--- src/rtl/div_unit.sv ---
// Iterative restoring radix-2 divider for the EX stage: signed/unsigned,
// one quotient bit per cycle, {remainder, quotient} result with zero-divisor flag.
module div_unit #(
  parameter int unsigned WIDTH = 32
) (
  input  logic               clk,
  input  logic               rst,
  input  logic               start_i,
  input  logic               annul_i,
  input  logic               signed_div_i,
  input  logic [WIDTH-1:0]   opdata1_i,
  input  logic [WIDTH-1:0]   opdata2_i,
  output logic [2*WIDTH-1:0] result_o,
  output logic               ready_o,
  output logic               busy_o,
  output logic               div_zero_o
);

  localparam int unsigned CW = $clog2(WIDTH + 1);

  typedef enum logic [1:0] {IDLE, ZERO, RUN, DONE} state_t;

  state_t           state;
  logic [CW-1:0]    cnt;
  logic [WIDTH-1:0] rem_q;
  logic [WIDTH-1:0] quo_q;
  logic [WIDTH-1:0] dvs_q;
  logic             sign1_q;
  logic             sign2_q;
  logic             signed_q;

  logic [WIDTH:0]   shifted_c;
  logic [WIDTH:0]   trial_c;
  logic [WIDTH-1:0] abs1_c;
  logic [WIDTH-1:0] abs2_c;
  logic [WIDTH-1:0] q_fix_c;
  logic [WIDTH-1:0] r_fix_c;

  // Datapath: operand magnitudes, one trial subtraction, final sign fix-up.
  always_comb begin
    abs1_c    = opdata1_i;
    abs2_c    = opdata2_i;
    if (signed_div_i && opdata1_i[WIDTH-1]) abs1_c = ~opdata1_i + WIDTH'(1);
    if (signed_div_i && opdata2_i[WIDTH-1]) abs2_c = ~opdata2_i + WIDTH'(1);
    // quo_q doubles as the dividend shift register; its MSB feeds the remainder.
    shifted_c = {rem_q, quo_q[WIDTH-1]};
    trial_c   = shifted_c - {1'b0, dvs_q};
    q_fix_c   = quo_q;
    r_fix_c   = rem_q;
    if (signed_q && (sign1_q ^ sign2_q)) q_fix_c = ~quo_q + WIDTH'(1);
    if (signed_q && sign1_q)             r_fix_c = ~rem_q + WIDTH'(1);
  end

  always_ff @(posedge clk or negedge rst) begin
    if (!rst) begin
      state      <= IDLE;
      cnt        <= '0;
      rem_q      <= '0;
      quo_q      <= '0;
      dvs_q      <= '0;
      sign1_q    <= 1'b0;
      sign2_q    <= 1'b0;
      signed_q   <= 1'b0;
      result_o   <= '0;
      ready_o    <= 1'b0;
      busy_o     <= 1'b0;
      div_zero_o <= 1'b0;
    end else begin
      case (state)
        IDLE: begin
          if (start_i && !annul_i) begin
            busy_o <= 1'b1;
            if (opdata2_i == '0) begin
              state <= ZERO;
            end else begin
              state    <= RUN;
              cnt      <= '0;
              rem_q    <= '0;
              quo_q    <= abs1_c;
              dvs_q    <= abs2_c;
              sign1_q  <= opdata1_i[WIDTH-1];
              sign2_q  <= opdata2_i[WIDTH-1];
              signed_q <= signed_div_i;
            end
          end
        end
        ZERO: begin
          busy_o <= 1'b0;
          if (annul_i) begin
            state <= IDLE;
          end else begin
            state      <= DONE;
            ready_o    <= 1'b1;
            div_zero_o <= 1'b1;
            result_o   <= '0;
          end
        end
        RUN: begin
          if (annul_i) begin
            state  <= IDLE;
            busy_o <= 1'b0;
          end else if (cnt == CW'(WIDTH)) begin
            state      <= DONE;
            busy_o     <= 1'b0;
            ready_o    <= 1'b1;
            div_zero_o <= 1'b0;
            result_o   <= {r_fix_c, q_fix_c};
          end else begin
            // Negative trial result (borrow out) means restore.
            rem_q <= trial_c[WIDTH] ? shifted_c[WIDTH-1:0] : trial_c[WIDTH-1:0];
            quo_q <= {quo_q[WIDTH-2:0], ~trial_c[WIDTH]};
            cnt   <= cnt + CW'(1);
          end
        end
        DONE: begin
          if (!start_i) begin
            state      <= IDLE;
            ready_o    <= 1'b0;
            result_o   <= '0;
            div_zero_o <= 1'b0;
          end
        end
        default: state <= IDLE;
      endcase
    end
  end

endmodule
--- config.mk ---
export PLATFORM = sky130hd
export DESIGN_NAME = div_unit
export DESIGN_NICKNAME = d
export VERILOG_FILES = /design/src/rtl/div_unit.sv
export SDC_FILE = /design/constraint.sdc
export NUM_CORES = 1
export LEC_CHECK = 0
export ABC_AREA = 0
export BUFFER_PORTS_ARGS = -buffer_cell sky130_fd_sc_hd__buf_2
export CAP_MARGIN = 20
export CORE_UTILIZATION = 35
export DETAILED_ROUTE_END_ITERATION = 16
export GPL_TIMING_DRIVEN = 0
export SLEW_MARGIN = 20
export SYNTH_ARGS = -nofsm -noshare
export SYNTH_HDL_FRONTEND = slang
export SYNTH_SLANG_ARGS = --single-unit
--- constraint.sdc ---
create_clock -name clk -period 10.06 [get_ports clk]
set_clock_uncertainty 0.05 [all_clocks]
set_input_delay 0 -clock clk [delete_from_list [all_inputs] [get_ports clk]]
set_output_delay 0 -clock clk [all_outputs]
set_load 0.005 [all_outputs]
# Yosys cells after proc, flatten, opt, wreduce, memory -nomap -nowiden
# Cells that the tools add are included.
[classes] div=0 n_reduce_logical=16 bitwise=7 n_eq_ne=12 addsub=6 magnitude_cmp=0 shifts=0 multipliers=0 n_mux=43
[op_table] op="two-way mux 32 bit" count=13
[op_table] op="two-way mux 64 bit" count=4
[op_table] op="case mux 64 bit (3 select lines)" count=1
[op_table] op="adder 32 x 1 -> 32 bit, second input constant" count=4
[op_table] op="NOT 32 bit" count=4
[op_table] op="case mux 32 bit (2 select lines)" count=2
[op_table] op="subtractor 33 x 32 -> 33 bit" count=1
[op_table] op="logical NOT 32 bit" count=1
[op_table] op="two-way mux 6 bit" count=4
[op_table] op="inequality test 2 bit, second input constant" count=7
[op_table] op="two-way mux 2 bit" count=6
[op_table] op="case mux 6 bit (2 select lines)" count=1
[op_table] op="AND reduction 5 bit" count=2
[op_table] op="case mux 1 bit (3 select lines)" count=3
[op_table] op="AND reduction 3 bit" count=3
[op_table] op="two-way mux 1 bit" count=8
[op_table] op="case mux 2 bit (4 select lines)" count=1
[op_table] op="adder 6 x 1 -> 6 bit, second input constant" count=1
[op_table] op="equality test 6 bit, second input constant" count=1
[op_table] op="nonzero test 3 bit" count=2
[op_table] op="logical AND 1 bit" count=5
[op_table] op="equality test 2 bit, second input constant" count=2
[op_table] op="inequality test 3 bit, second input constant" count=1
[op_table] op="equality test 2 x 1 -> 1 bit, second input constant" count=1
[op_table] op="5 further kinds" count=6
[totals] mem_bits_rw=0 out_inout_bits=67 elab_cells=96 rom_bits=0 latchBits=0 mem_count=0 reg_bits=174

# Logic depth before layout (Yosys ltp)
# Gate-level depths: netlist (run 1).
[logic_depth] ltp_word=6 depth_mapped=13 depth_no_buf=12

# Worst setup path after synthesis (run 1)
# Ideal clock, no wire load.
[synth_path] path_kind="reg-to-reg" startpoint="register rem_q[4]" endpoint="register rem_q[12]" setup_time_ns=0.124 arrival_time_ns=2.998 setup_slack_ns=6.888 synth_period_minus_slack_ns=3.172 stages_incl_launch_ff=12 required_ns=9.886 path_cell_list="dfrtp_1 -> ha_1 -> a21o_1 -> a211oi_1 -> a21oi_1 -> o21a_2 -> a211oi_2 -> o31ai_2 -> xor2_2 -> buf_2 -> mux2i_1 -> o21ai_1"
[synth_between] elab_chain_cells=5
[synth_rtl] item="from (decl)" line_no="25" source="logic [WIDTH-1:0] rem_q;"
[synth_rtl] item="from (signal assigned)" line_no="110" source="rem_q <= trial_c[WIDTH] ? shifted_c[WIDTH-1:0] : trial_c[WIDTH-1:0];"
[synth_rtl] item="subtractor 33 x 32 -> 33 bit" line_no="47" source="trial_c = shifted_c - {1'b0, dvs_q};"
[synth_rtl] item="two-way mux 32 bit" line_no="110"
[synth_rtl] item="two-way mux 32 bit" line_no="102" source="end else if (cnt == CW'(WIDTH)) begin"
[synth_rtl] item="two-way mux 32 bit" line_no="99" source="if (annul_i) begin"
[synth_rtl] item="case mux 32 bit (2 select lines)" line_no="69" source="case (state)"
# Every way passes these cells. The select of a mux whose other input is x is not followed.
# A chain may end at the register's enable or synchronous reset.

# Worst setup path after layout (run 1)
[layout_path] startpoint="register rem_q[4]" endpoint="register rem_q[20]"
# The elaborated chain is that of the path after synthesis.

==> flow_metrics.py, run 1 <==
metrics = {
    "layout": {
        "area_used_by_sequential_logic_in_the_layout_um2": 4350,
        "nNetsFinal": 1710,
        "synthToLayoutAreaGrowth_pct": 20.9,
        "fillers": 3230,
        "antennaDiodeCount": 0,
        "final_layout_size_suffix_gt1_share_pct": 13.5,
        "multi_input_comb_area_um2": 6630,
    },
    "setup_path": {
        "cp.arrival_ns": 4.10,
        "cp.buffers_inverters": 1,
        "crit_path_cell_trace": "ha_1 > a21o_1 > a211oi_1 > a21oi_1 > o21a_2 > a211oi_2 > o31ai_2 > xor2_2 > buf_2 > mux2i_1 > o22ai_1",
        "critPathMaxStageDelay_ns": 0.48,
        "critical_path_required_ns": 10.31,
        "path_depth": 11,
        "crit_slowest_cell": "sky130_fd_sc_hd__xor2_2",
        "timing.critical_path.fanout_max": 10,
        "path_class": "flop to flop",
        "cpLargestDelayFamily": "compound AO/OA/AOI/OAI gates",
        "startpoint_type": "flop",
        "ff2ff_path_depth": 11,
        "end_kind": "flop",
    },
    "clock_tree": {
        "postCtsResizedCells": 0,
        "clkLatencyLatePin_ns": 0.44,
        "post_cts_buffers": 0,
        "clkSinkCount": 174,
        "ctsRootBufferMaster": "sky130_fd_sc_hd__clkbuf_16",
        "clk_path_buf_depth": 2,
        "cts.clk_slew.worst_paths_ns": 0.07,
        "cts_hold_repair.buffers": 55,
        "cts.htree.levels": 4,
        "tritoncts_clock_tree": "built",
        "tritoncts.num_buffers": 17,
    },
    "logic_synthesis": {
        "asyncSetResetFlopFracSynth_pct": 100,
        "synth.yosys.warnings": 0,
        "syn-instance-count": 1386,
        "synth.top_cells.by_area": "sky130_fd_sc_hd__dfrtp_1 (38%), sky130_fd_sc_hd__nand2_1 (6.8%), sky130_fd_sc_hd__o21ai_0 (6.2%)",
        "yosysMostFrequentCell": "sky130_fd_sc_hd__nand2_1",
        "synth_seq_cells": 174,
        "yosys.area.top_type_share_pct": 37.8,
        "postSynth.topFlopCell": "sky130_fd_sc_hd__dfrtp_1",
        "seq_area_frac_synth_pct": 37.8,
        "post_synth.cell_area_avg_um2": 8.32,
        "synth_area_leader_cell": "sky130_fd_sc_hd__dfrtp_1",
        "mappedNetlistNets": 1500,
        "post_synth_instance_area_um2": 11500,
        "synth.cells.most_frequent": "sky130_fd_sc_hd__nand2_1 (208), sky130_fd_sc_hd__dfrtp_1 (174), sky130_fd_sc_hd__o21ai_0 (144)",
        "synth_enable_flop_cells": 0,
        "post_synth_num_cell_types": 74,
    },
    "sta": {
        "post-route-worst-setup-slack_ns": 6.21,
        "final.min_clock_period_ns": 3.85,
        "hold_worst_slack_ns": 0.0264,
        "setup_repair_after_global_routing_missed_its_margin": "no",
        "slew_violations": 0,
        "maximum_operating_frequency_mhz": 260,
        "finalSetupViolCount": 0,
        "slew_headroom_pct": 30.3,
        "finalSetupTns_ns": 0,
        "hold_viol": 0,
        "worst_slew_pin_slew_ns": 1.04,
        "timing.final.crit_share_pct": 38.3,
    },
    "floorplan": {
        "top_ports": 136,
        "die_width_um": 184,
        "floorplan.die_area_um2": 33700,
        "std_cell_rows": 66,
        "coreArea_um2": 32500,
        "chipHeight_um": 184,
        "initial_utilization_pct": 35.5,
    },
    "place": {
        "place_ws_ns": 6.20,
        "detailed_place_hpwl_mm": 24.8,
        "gp_congestion": 0.888,
        "port_buffers": 135,
    },
    "global_routing": {
        "grt-ovfl-total": 0,
        "grt_most_used_layer": "met2",
        "grt_antenna_before_repair": 0,
        "grtUsageMet1_pct": 25.8,
        "grt_start_max_net_pins": 93,
        "grt_pass1_wl_mm": 53.5,
        "globalRouteMet3Util_pct": 2.50,
        "via_count_of_the_first_global_routing_pass": 10382,
        "met2_usage_pct": 34.5,
        "grt_usage_pct": 19.9,
    },
    "job": {
        "cap_viol_max_count": 0,
    },
    "min_path": {
        "timing.hold.worst.class": "input pin to flop",
        "whs_path_depth": 5,
    },
    "power": {
        "static-leakage-power_nw": 6.24,
        "worst_supply_voltage_drop_on_vdd_mv": 0.145,
        "pwr_density_cell_nw_per_um2": 308,
    },
    "drt": {
        "detail_route.wl_per_cell_um": 15.9,
        "detail_route.drc_violations": 0,
        "vias_per_cell": 5.07,
        "totalWireLength_mm": 32.5,
        "antenna_violating_nets_post_route": 0,
        "drtIter0Drc": 797,
        "dr_total_vias": 10394,
        "detailedRoute.firstPassIterationCount": 5,
    },
    "outcome": {
        "run_status": "completed",
    },
}
## per-layer routing
| metal | part of all wire [%] | vias up | wire (µm) |
|---|---|---|---|
| li1 | - | 5248 | - |
| met1 | 46 | 4852 | 15000 |
| met5 | 0 | - | 0 |
| met2 | 48 | 258 | 15600 |
| met3 | 4.0 | 36 | 1290 |
| met4 | 1.9 | 0 | 629 |
## state kept, by name, indices dropped and copies added (netlist names)
signal,count
signed_q,1
busy_o,1
state,2
rem_q,32
cnt,6
dvs_q,32
div_zero_o,1
sign2_q,1
ready_o,1
result_o,64
sign1_q,1
quo_q,32
## where the power goes
group	internal [mW]	total [mW]	switching, mW
clock	0.361	0.660	0.299
combinational	1.00	2.51	1.50
sequential	0.900	1.13	0.231
total	2.26	4.30	2.03
## worst register-to-register path: cells and delay by family, from the launching register on
kind                       cells  cell delay, ns
buffers and inverters          1            0.42
muxes                          1            0.26
DFF                            1            0.47
adders and majority gates      1            0.40
xor gates and xnor gates       1            0.48
AOI/OAI and AO/OA              7            1.64
## layout make-up
cell class / instances / share of cell area (%)
multi-input combinational: 1084 / 47.6
sequential: 174 / 31.2
timing repair buffer: 191 / 9.07
tap: 442 / 3.97
clock buffer: 20 / 3.35
buffer: 67 / 2.37
inverter: 61 / 1.64
clock inverter: 11 / 0.808
## cells by family after synthesis
kind of cell	Yosys count	synth area share, %
simple gates	444	17.6
mux	37	3.25
compound gates	413	20.5
buf+inv	128	4.85
flops	174	37.8
fa+ha+maj	45	4.95
xor+xnor	145	11.1
## cells in the final DEF (no fill, tap or decap), drive strengths merged, types with 11 or more instances in the layout
cell type,Yosys,layout
a21o,15,15
nand3,19,19
mux2i,33,33
buf,24,160
or4,11,11
o21ai,199,199
xnor2,73,73
a21oi,115,115
dfrtp,174,174
o31ai,21,21
clkbuf,43,63
nor4,21,21
nand2,208,208
xor2,72,72
nor3,28,28
inv,61,61
nor2,98,98
ha,44,44
dlygate4sd3,0,55
## final timing paths
| path | from | endpoint | slack, ns |
|---|---|---|---|
| max in group asynchronous | rst | dvs_q[29] | 8.97 |
| worst min-delay path | opdata1_i[20] | quo_q[20] | 0.03 |
| worst max register to register | rem_q[4] | rem_q[20] | 6.21 |
| worst max-delay path | rem_q[4] | rem_q[20] | 6.21 |
| min in group asynchronous | rst | result_o[28] | 0.09 |
| worst min register to register | result_o[20] | result_o[20] | 0.42 |
## through the flow
step,power [mW],util [%],instance area (µm²),instances
2_1_floorplan,2.98,-,11500,1386
3_3_place_gp,3.58,39.3,12800,1963
3_5_place_dp,3.62,39.5,12800,1964
4_1_cts,4.31,42.9,13900,2050
5_1_grt,4.69,43.0,13900,2050
6_report,4.30,43.0,13900,2050
No activity file was read; power rests on OpenSTA's default activity.
==> run 2, diff against run 1 <==
--- a/config.mk
+++ b/config.mk
@@ -5,7 +5,7 @@
 export SDC_FILE = /design/constraint.sdc
 export NUM_CORES = 1
 export LEC_CHECK = 0
-export ABC_AREA = 0
+export ABC_AREA = 1
 export BUFFER_PORTS_ARGS = -buffer_cell sky130_fd_sc_hd__buf_2
 export CAP_MARGIN = 20
 export CORE_UTILIZATION = 35
==> constraint.sdc (replaced) <==
create_clock -name clk -period 4 [get_ports clk]
set_clock_uncertainty 0.05 [all_clocks]
set_input_delay 0 -clock clk [delete_from_list [all_inputs] [get_ports clk]]
set_output_delay 0 -clock clk [all_outputs]
set_load 0.005 [all_outputs]
==> flow_metrics.py, run 2 <==
metrics = {
    "power": {
        "worst_supply_voltage_drop_on_vdd_mv": 0.329,
        "static-leakage-power_nw": 8.61,
        "pwr_density_cell_nw_per_um2": 630,
        "fin_total_pwr_mw": 10.2,
    },
    "floorplan": {
        "die_width_um": 199,
        "floorplan.die_area_um2": 39600,
        "coreArea_um2": 37900,
        "top_ports": 136,
        "chipHeight_um": 199,
        "initial_utilization_pct": 35.8,
        "std_cell_rows": 71,
    },
    "sta": {
        "hold_viol": 0,
        "timing.final.crit_share_pct": 66.5,
        "slew_headroom_pct": 51.9,
        "finalSetupViolCount": 0,
        "finalSetupTns_ns": 0,
        "worst_slew_pin_slew_ns": 0.721,
        "setup_repair_after_global_routing_missed_its_margin": "no",
        "slew_violations": 0,
        "maximum_operating_frequency_mhz": 376,
        "final.min_clock_period_ns": 2.66,
        "post-route-worst-setup-slack_ns": 1.34,
    },
    "job": {
        "cap_viol_max_count": 0,
    },
    "outcome": {
        "run_status": "completed",
    },
    "min_path": {
        "timing.hold.worst.class": "input pin to flop",
        "min_to": "busy_o",
        "whs_path_depth": 5,
        "hold_start": "annul_i",
    },
    "clock_tree": {
        "clkLatencyLatePin_ns": 0.45,
        "cts.clk_slew.worst_paths_ns": 0.09,
        "tritoncts_clock_tree": "built",
        "clkSinkCount": 174,
        "cts.htree.levels": 4,
        "clk_path_buf_depth": 2,
        "tritoncts.num_buffers": 17,
        "ctsRootBufferMaster": "sky130_fd_sc_hd__clkbuf_16",
    },
    "place": {
        "port_buffers": 135,
        "gp_congestion": 0.932,
        "detailed_place_hpwl_mm": 36.2,
        "place_ws_ns": 1.34,
        "numPlacedInstances": 2776,
    },
    "drt": {
        "dr_total_vias": 14244,
        "detail_route.wl_per_cell_um": 15.6,
        "antenna_violating_nets_post_route": 0,
        "totalWireLength_mm": 44.9,
        "drtIter0Drc": 1070,
        "detailedRoute.firstPassIterationCount": 5,
        "vias_per_cell": 4.96,
        "detail_route.drc_violations": 0,
    },
    "layout": {
        "final_util_pct": 42.5,
        "nNetsFinal": 2460,
        "synthToLayoutAreaGrowth_pct": 18.8,
        "final_cells": 2870,
        "largest_register_ffs": 64,
        "mostFrequentLayoutCell": "sky130_fd_sc_hd__nand2_1",
        "largest-register": "result_o",
        "final_cell_mix": "sky130_fd_sc_hd__nand2_1 (744), sky130_fd_sc_hd__inv_1 (290), sky130_fd_sc_hd__nand3_1 (206), sky130_fd_sc_hd__nor2_1 (174), sky130_fd_sc_hd__dfrtp_1 (174)",
        "final_layout_size_suffix_gt1_share_pct": 10.7,
        "antennaDiodeCount": 0,
    },
    "logic_synthesis": {
        "syn-instance-count": 2129,
        "synth_seq_cells": 174,
        "post_synth.cell_area_avg_um2": 6.37,
        "synth.top_cells.by_area": "sky130_fd_sc_hd__dfrtp_1 (32%), sky130_fd_sc_hd__nand2_1 (21%), sky130_fd_sc_hd__inv_1 (8.0%)",
        "synth_area_leader_cell": "sky130_fd_sc_hd__dfrtp_1",
        "synth_enable_flop_cells": 0,
        "yosysMostFrequentCell": "sky130_fd_sc_hd__nand2_1",
        "asyncSetResetFlopFracSynth_pct": 100,
        "synth.yosys.warnings": 0,
        "yosys.area.top_type_share_pct": 32.1,
        "mappedNetlistNets": 2243,
        "synth.cells.most_frequent": "sky130_fd_sc_hd__nand2_1 (744), sky130_fd_sc_hd__inv_1 (290), sky130_fd_sc_hd__nand3_1 (206)",
        "post_synth_instance_area_um2": 13600,
        "postSynth.topFlopCell": "sky130_fd_sc_hd__dfrtp_1",
        "seq_area_frac_synth_pct": 32.1,
        "post_synth_num_cell_types": 47,
    },
    "global_routing": {
        "grt_antenna_before_repair": 1,
        "grt_usage_pct": 22.9,
        "via_count_of_the_first_global_routing_pass": 13043,
        "grt-ovfl-total": 0,
        "grt_start_max_net_pins": 89,
        "grt_pass1_wl_mm": 70.3,
    },
    "setup_path": {
        "crit_slowest_cell": "sky130_fd_sc_hd__clkbuf_1",
        "ff2ff_path_depth": 10,
        "reg2reg_setup_slack_ns": 1.34,
        "end_kind": "flop",
        "regToRegStartpoint": "state[0]",
        "path_class": "flop to flop",
        "critical_path_required_ns": 4.28,
        "startpoint_type": "flop",
        "crit_path_cell_trace": "inv_1 > ha_1 > buf_2 > inv_1 > nor2_1 > nor2_4 > inv_2 > clkbuf_1 > nand2_1 > o41ai_1",
        "crit_top_cell": "sky130_fd_sc_hd__inv_1",
        "r2r_end": "result_o[34]",
        "timing.critical_path.fanout_max": 10,
        "critPathMaxStageDelay_ns": 0.45,
        "cp.arrival_ns": 2.94,
    },
}
run 2: changes by cell type in the layout (fill, tap and decap cells not counted), moves of 21 or more:
cell	change
sky130_fd_sc_hd__xnor2_1	-49
sky130_fd_sc_hd__nand2_1	+536
sky130_fd_sc_hd__nand3_1	+187
sky130_fd_sc_hd__nand4_1	+21
sky130_fd_sc_hd__nor2_1	+76
sky130_fd_sc_hd__inv_1	+229
sky130_fd_sc_hd__a21oi_1	-66
sky130_fd_sc_hd__o21ai_0	-34
sky130_fd_sc_hd__mux2i_1	-33
sky130_fd_sc_hd__xor2_1	-28
run 2: final cells by class:
| class | instances | area (µm²) |
|---|---|---|
| tap | 511 | 639 |
| fill | 4082 | 21800 |
| inverter | 298 | 1120 |
| timing repair buffer | 198 | 1330 |
| sequential | 174 | 4350 |
| clock inverter | 15 | 153 |
| multi-input combinational | 1596 | 7760 |
| buffer | 61 | 333 |
| clock buffer | 17 | 425 |
run 2: cells by family after synthesis:
group	after synthesis	synth area share, %
AO/OA/AOI/OAI	239	9.80
XOR/XNOR	67	4.33
adder cells (fa/ha/maj)	45	4.21
buffers and inverters	359	10.7
flip-flops	174	32.1
AND/OR/NAND/NOR	1245	38.9
run 2: per-stage QoR:
stage,hold slack [ns],area [µm²]
after global routing,0.0276,16100
after detailed placement,-0.00652,14900
after floorplan,-0.346,13600
after CTS,0.00200,16100
after global placement,0.241,14900
final,0.0133,16100
run 2: metal layers:
layer,global-route usage (%),vias to the layer above,wire length [µm]
met5,0,-,0
li1,-,7220,-
met1,34.6,6546,22700
met4,5.64,0,680
met2,34.6,432,19200
met3,2.10,46,2300
run 2: worst max-delay path, delay by kind of cell, from the launching register on:
kind / cells / cell delay (ns)
buffers and inverters: 5 / 1.23
AND/OR/NAND/NOR: 3 / 0.52
flip-flops: 1 / 0.44
adder cells (fa/ha/maj): 1 / 0.21
AO/OA/AOI/OAI: 1 / 0.08
run 2: where the power goes:
group / internal, mW / switching (mW)
registers: 2.20 / 0.524
clock network: 0.830 / 0.845
logic: 1.86 / 3.89
run 2: how the worst max path moves through the flow:
stage | from | end | slack (ns) | depth (start not counted)
CTS | state[0] | result_o[34] | 1.29 | 10
global route | state[0] | result_o[34] | 1.07 | 10
finish | state[0] | result_o[34] | 1.34 | 10
floorplan | quo_q[31] | rem_q[24] | 1.74 | 17
global placement | rst | result_o[9] | 0.002 | 1
detailed placement | state[0] | result_o[34] | 1.34 | 10
run 2: what timing repair did:
item,CTS,global route
resized for setup,0,0
endpoints found under the hold margin,149,0
buffers inserted,0,0
hold buffers,62,0
endpoints found under the setup margin,0,0
